`src/rtl/comparator_arbiter.sv`:
```
// Round-robin arbiter in front of one shared, registered magnitude comparator.
// Responses carry GT/LT/EQ plus the served requester ID on a valid/ready channel.
module comparator_arbiter #(
  parameter int WIDTH   = 4,
  parameter int NUM_REQ = 4,
  parameter int ID_W    = 2
) (
  input  logic                     clk,
  input  logic                     rst,
  input  logic [NUM_REQ-1:0]       req_valid,
  input  logic [NUM_REQ*WIDTH-1:0] req_a,
  input  logic [NUM_REQ*WIDTH-1:0] req_b,
  output logic [NUM_REQ-1:0]       req_ready,
  output logic                     rsp_valid,
  input  logic                     rsp_ready,
  output logic [ID_W-1:0]          rsp_id,
  output logic                     rsp_gt,
  output logic                     rsp_lt,
  output logic                     rsp_eq,
  output logic                     busy
);

  typedef enum logic {
    IDLE,
    RESP
  } state_t;

  state_t              state;
  logic [ID_W-1:0]     rr_ptr;

  logic                can_accept;
  logic                any_req;
  logic                hit_hi;
  logic [NUM_REQ-1:0]  hi_req;
  logic [ID_W-1:0]     grant_id;
  logic [NUM_REQ-1:0]  grant;
  logic [WIDTH-1:0]    sel_a;
  logic [WIDTH-1:0]    sel_b;
  logic                grant_fire;

  // A new request may enter when idle or when the held response leaves.
  assign can_accept = (state == IDLE) ||
                      (state == RESP && rsp_ready);

  // Split the requests into those strictly above the pointer and the rest.
  always_comb begin
    hi_req = '0;
    for (int i = 0; i < NUM_REQ; i++) begin
      hi_req[i] = req_valid[i] && (i > int'(rr_ptr));
    end
  end

  assign any_req = |req_valid;
  assign hit_hi  = |hi_req;

  // Lowest index above the pointer wins; otherwise wrap to the lowest overall.
  always_comb begin
    grant_id = '0;
    for (int i = NUM_REQ - 1; i >= 0; i--) begin
      if (hit_hi ? hi_req[i] : req_valid[i]) begin
        grant_id = ID_W'(i);
      end
    end
  end

  // One-hot grant vector; empty when nothing is requesting.
  always_comb begin
    grant = '0;
    for (int i = 0; i < NUM_REQ; i++) begin
      grant[i] = any_req && (grant_id == ID_W'(i));
    end
  end

  // Ready only on an accept cycle and never while reset is held.
  assign req_ready  = (can_accept && !rst) ? grant : '0;
  assign grant_fire = can_accept && any_req;

  // Route the granted requester's operands to the comparator.
  always_comb begin
    sel_a = '0;
    sel_b = '0;
    for (int i = 0; i < NUM_REQ; i++) begin
      if (grant[i]) begin
        sel_a = req_a[i*WIDTH +: WIDTH];
        sel_b = req_b[i*WIDTH +: WIDTH];
      end
    end
  end

  // Control FSM with registered response outputs and round-robin pointer.
  always_ff @(posedge clk or posedge rst) begin
    if (rst) begin
      state     <= IDLE;
      rr_ptr    <= ID_W'(NUM_REQ - 1);
      rsp_valid <= 1'b0;
      rsp_id    <= '0;
      rsp_gt    <= 1'b0;
      rsp_lt    <= 1'b0;
      rsp_eq    <= 1'b0;
    end else begin
      unique case (state)
        IDLE: begin
          if (grant_fire) begin
            state     <= RESP;
            rsp_valid <= 1'b1;
            rr_ptr    <= grant_id;
            rsp_id    <= grant_id;
            rsp_gt    <= sel_a > sel_b;
            rsp_lt    <= sel_a < sel_b;
            rsp_eq    <= sel_a == sel_b;
          end
        end
        RESP: begin
          if (grant_fire) begin
            rsp_valid <= 1'b1;
            rr_ptr    <= grant_id;
            rsp_id    <= grant_id;
            rsp_gt    <= sel_a > sel_b;
            rsp_lt    <= sel_a < sel_b;
            rsp_eq    <= sel_a == sel_b;
          end else if (rsp_ready) begin
            state     <= IDLE;
            rsp_valid <= 1'b0;
          end
        end
        default: begin
          state     <= IDLE;
          rsp_valid <= 1'b0;
        end
      endcase
    end
  end

  assign busy = rsp_valid;

endmodule

```
`config.mk`:
```
export PLATFORM = sky130hd
export DESIGN_NAME = comparator_arbiter
export DESIGN_NICKNAME = d
export VERILOG_FILES = /design/src/rtl/comparator_arbiter.sv
export SDC_FILE = /design/constraint.sdc
export NUM_CORES = 1
export LEC_CHECK = 0
export BUFFER_PORTS_ARGS = -buffer_cell sky130_fd_sc_hd__clkbuf_2
export CAP_MARGIN = 40
export CORE_ASPECT_RATIO = 1.5
export CORE_MARGIN = 3
export CORE_UTILIZATION = 40
export DETAILED_ROUTE_END_ITERATION = 8
export PLACE_DENSITY = 0.78
export SYNTH_ARGS = -nofsm -noshare
export SYNTH_HDL_FRONTEND = slang
export SYNTH_SLANG_ARGS = --single-unit
```
`constraint.sdc`:
```
create_clock -name clk -period 3.63 [get_ports clk]
set_input_delay 0 -clock clk [delete_from_list [all_inputs] [get_ports clk]]
set_output_delay 0 -clock clk [all_outputs]
set_load 0.02 [all_outputs]
```
---- Word level (Yosys, flattened, before mapping) ----
Index checks and enable logic that the tools add are counted.
storage, ports and cells
  output and inout port bits .............. 11
  bits in writable memories ............... 0
  word-level logic and storage cells ...... 64
  register bits ........................... 9
  input port bits ......................... 39
  memories ................................ 0
  bits in latches ......................... 0
  ROM bits ................................ 0
cells by class
  equal/unequal tests ..................... 6
  multiply operators ...................... 0
  muxes and demuxes ....................... 29
  divide/modulo/power cells ............... 0
  add/sub/neg operators ................... 0
  reduce and logical (&&, ||, !) cells .... 16
  $lt $le $gt $ge ......................... 5
  bitwise gates (word level) .............. 1
  shifts and indexed selects .............. 0
operators by type and width
  cell                  count
  $mux W4               9
  $mux W1               13
  $logic_and A1 B1 Y1   10
  $mux W2               5
  $eq A2 B2 Y1 const B  2
  $eq A4 B4 Y1          1
  $gt A2 B2 Y1 const A  2
  $gt A4 B4 Y1          1
  $lt A4 B4 Y1          1
  $pmux W1 S2           2
  $reduce_or A4 Y1      1
  $ne A3 B2 Y1 const B  1
  $reduce_or A3 Y1      1
  $eq A2 B1 Y1 const B  1
  $gt A1 B2 Y1 const A  1
  $logic_not A2 Y1      1
  $ne A2 B2 Y1 const B  1
  $reduce_and A2 Y1     1
  $logic_not A1 Y1      1
  $logic_or A1 B1 Y1    1
  $not A1 Y1            1

---- Depth between registers and ports, before layout ----
  depth in word-level cells ............... 16
  mapped depth ............................ 13

---- Worst setup path after synthesis ----
OpenSTA, ideal clock, no wires.
  path kind ............................... register to register
  start ................................... register rr_ptr[0]
  end ..................................... register rsp_gt
  data arrival time ....................... 2.432 ns
  required time ........................... 3.502 ns
  clock period less this slack ............ 2.560 ns
  stages on the path, launching flop included .. 12
  buffers on the path ..................... 0
  library setup time ...................... 0.128 ns
  setup slack ............................. 1.070 ns
  cells stage by stage .................... dfstp_2 > nand2b_2 > a21oi_2 > a211oi_4 > mux2_2 > o21ai_1 > ha_1 > nor2b_1 > o21ai_0 > nand2b_1 > a21oi_1 > o21ai_0
between the ends
  longest elaborated chain between the ends .. 16
  elaborated cells between the ends (all ways) .. 33
  classes of those cells .................. 4 x order compare; 3 x eq/ne; 17 x mux; 9 x reduce/logical
ends and longest elaborated chain
  what                                          line      source
  from (decl)                                   29        logic [ID_W-1:0] rr_ptr;
  from (signal assigned)                        94        rr_ptr <= ID_W'(NUM_REQ - 1);
  from (signal assigned)                        106       rr_ptr <= grant_id;
  from (signal assigned)                        116       rr_ptr <= grant_id;
  $gt A1 B2 Y1 or $gt A2 B2 Y1 (tied branches)  49        hi_req[i] = req_valid[i] && (i > int'(rr_ptr));
  $logic_and A1 B1 Y1                           49
  $reduce_or A3 Y1                              54        assign hit_hi = |hi_req;
  $mux W1                                       60        if (hit_hi ? hi_req[i] : req_valid[i]) begin
  $mux W2 (3 in series)                         60
  $mux W2 *                                     60
  $logic_not A2 Y1                              70        grant[i] = any_req && (grant_id == ID_W'(i));
  $logic_and A1 B1 Y1                           70
  $mux W4 (4 in series)                         83        if (grant[i]) begin
  $gt A4 B4 Y1 *                                108, 118
  $mux W1 *                                     103, 114
  to (signal assigned)                          108       rsp_gt <= sel_a > sel_b;
  to (signal assigned)                          118       rsp_gt <= sel_a > sel_b;
  to (decl)                                     17        output logic rsp_gt,
Every way passes the cells marked *; elsewhere a longest branch is shown, timed or not. The select of a mux whose other input is x is not followed.
A chain may end at the register's enable or synchronous reset.

---- Worst setup path in the final report ----
Same ends and word-level chain as after synthesis.

==> summary.txt <==
Status = finished clean
Synth cell types = 37
Max VDD drop = 0.339 mV
Crit path max fanout = 9
Share of cells above drive strength 1 = 43.2%
Post-Syn Nets = 141
Synth Area in Compound Gates = 37.4%
Routed Antenna Nets = 0
Synth Area in Adders = 6.06%
WS Path Type = reg -> reg
Setup WS post-layout = 0.747 ns
Synthesized cell area = 826 µm²
Simple-gate portion of the synthesized area = 17.6%
Die Ht = 61.6 µm
Clock slew at reported path FFs = 0.06 ns
Avg Cell Area, Syn = 8.43 µm²
Ys flop type = dfrtp_1
PD cells = 458 nW/µm²
Worst hold path type = in -> reg
MaxCap Viol Count = 0
Fill cell count = 185
Clock root buffer = clkbuf_4
Hold slack = 0.0442 ns
Initial antenna violation count = 0
Vias in the first global route = 961
Fin crit share = 79.4%
CP arrival = 3.02 ns
Worst slew pin tran = 0.551 ns
Largest net degree at the start of global routing = 13
IO Port Bufs = 49
Multi-input gate area = 558 µm²
Vias per cell = 5.67
Met1 Resource Use GR = 18.8%
Die width = 43.1 µm
Post-CTS setup buffer count = 0
Initial core utilization = 43.4%
Total GRT Usage = 19.1%
Grt ovf = 0
FF+latch area = 228 µm²
Clock Latency Late Sink = 0.26 ns
DR DRC count = 0
M3 GR Usage = 2.05%
Final hold vios = 0
Setup violators final = 0
Synth Register Bits = 9
Dpl hpwl = 2000 µm
Routed Wire Length = 2420 µm
Leak = 0.573 nW
Area contributors post-synth = dfrtp_1 (21%), dfstp_2 (6.4%), a21oi_1 (6.1%), ha_1 (6.1%), a221o_1 (4.8%)
DR iter-0 viols = 25
Ys async rst share = 100%
Sequential fraction of the synthesis area = 27.6%
Dpl ws = 0.770 ns
Sequential Power Share = 29.6%
Crit path time final = 2.88 ns
Comb pwr share = 55.5%
CP Capture Type = flop
Die area = 2660 µm²
CP startpoint kind = flop
Total I/O pin count = 50
Synth area leader = dfrtp_1
CTS tree = done
GR Layer Usage met2 = 35.9%
Detailed Routing Iterations Pass 1 = 4
Num rows = 19
Setup TNS = 0 ns
Antenna diode instance count = 0
Post-Synth XOR/XNOR Area = 0%
Post-synth EDFFs = 0
CTS H-tree lvls = 1
Busiest grt layer = met2
CP required = 3.76 ns
Psw = 0.000214 W
Fin. max-slew vios = 0
First-pass GRT wire length = 3840 µm
Clk_skew = 0.00175 ns
Unrepaired setup endpoints after global routing = no
Int Pwr = 0.000295 W
CTS Sinks = 9
Clk pwr share = 14.9%
Synth Warn # = 0
Post-synth top area share = 21.2%
P&R area growth vs syn = 34.7%
Max Clk Rate = 347 MHz
Routed wire per std cell = 14.3 µm
Switch share = 42.0%
Cells after Synth = 98
Nets@finish = 192
Clock Tree Buf Depth = 2
Post-synthesis mux area share = 6.52%
Largest family of logic cells by synthesized area = compound AO/OA/AOI/OAI gates
Slew headroom = 63.1%
Placeable core area = 1900 µm²
Total CTS buffers = 3
Via count = 958
Final GP Congestion = 0.781
Final Power = 0.000509 W
state kept, by name (all words and copies together) (netlist names):
| register | flops |
|---|---|
| state | 1 |
| rsp_gt | 1 |
| rr_ptr | 2 |
| rsp_id | 2 |
| rsp_lt | 1 |
| busy | 1 |
| rsp_eq | 1 |
per-layer routing:
layer  up-vias  wire length, µm  part of all wire, %
li1        472                -                    -
met1       449              919                   38
met2        35             1360                   56
met3         2              128                  5.3
met4         0               17                 0.70
met5         -                0                    0
critical path, stage by stage, from the launching register on:
cell,delay [ns]
dfstp_2,0.58
nand2b_2,0.17
a21oi_2,0.08
a211oi_4,0.49
mux2_2,0.39
o21ai_1,0.13
ha_1,0.25
nor2b_1,0.13
o21ai_0,0.15
nand2b_1,0.08
a21oi_1,0.19
o21ai_0,0.12
logic make-up (layout without fill, tap and decap cells):
group / after synthesis / in the layout
AO/OA/AOI/OAI: 41 / 41
AND/OR/NAND/NOR: 30 / 30
flip-flops: 9 / 9
buffers and inverters: 9 / 59
multiplexers: 5 / 5
adder cells (fa/ha/maj): 4 / 4
placed cells by master, fill, tap and decap left out, types with 2 or more instances in the layout:
cell	instances
a211oi_2	2
a21o_1	2
a21oi_1	10
a221o_1	4
a221oi_1	3
a22o_1	2
and3_1	2
clkbuf_2	49
clkbuf_4	3
dfrtp_1	7
dfstp_2	2
ha_1	4
inv_1	4
mux2_2	3
mux2i_1	2
nand2_1	9
nand2b_1	3
nor2_1	8
nor2b_1	2
nor3_1	2
o21ai_0	6
o21ai_1	3
path summary, 6_finish.rpt:
| check | start | end | slack, ns | cells after the start |
|---|---|---|---|---|
| worst min register to register | state | busy | 0.45 | 1 |
| min in group asynchronous | rst | rsp_id[0] | 0.25 | 3 |
| worst max register to register | rr_ptr[0] | rsp_gt | 0.75 | 11 |
| max in group asynchronous | rst | rr_ptr[0] | 3.06 | 3 |
| worst min-delay path | rsp_ready | busy | 0.04 | 4 |
| worst max-delay path | rr_ptr[0] | rsp_gt | 0.75 | 11 |
cells in the mapped netlist (all sizes together) (3+ instances only):
library cell  count
a221oi            3
ha                4
a221o             4
nand2             9
inv               5
a211oi            3
a21oi            11
nand2b            4
buf               3
nor2              9
dfrtp             7
o21ai             9
mux2              3
power groups by stage:
stage	Combinational [W]	Clock (W)	Sequential, W
after floorplan	0.000180	0	0.000169
after global placement	0.000271	0	0.000149
after detailed placement	0.000281	0	0.000151
after CTS	0.000283	0.0000807	0.000150
after global routing	0.000314	0.0000837	0.000154
final	0.000283	0.0000758	0.000151
what timing repair did:
action,4_1_cts,5_1_grt
hold buffers,1,0
resized for setup,0,0
endpoints found under the hold margin,9,0
metrics by stage:
| stage | instance area (µm²) | utilization, % | std cells |
|---|---|---|---|
| final | 1110 | 58.5 | 169 |
| after floorplan | 826 | - | 98 |
| after detailed placement | 1080 | 56.6 | 164 |
| after CTS | 1110 | 58.5 | 169 |
| after global placement | 1080 | 56.6 | 164 |
| after global routing | 1110 | 58.5 | 169 |
area by class of cell:
type	instances	share of cell area [%]
Clock buffer	4	2.36
Sequential cell	9	20.5
Timing Repair Buffer	50	22.9
Tap cell	21	2.36
Multi-Input combinational cell	80	50.2
Inverter	5	1.69
(Power assumes the default switching activity.)
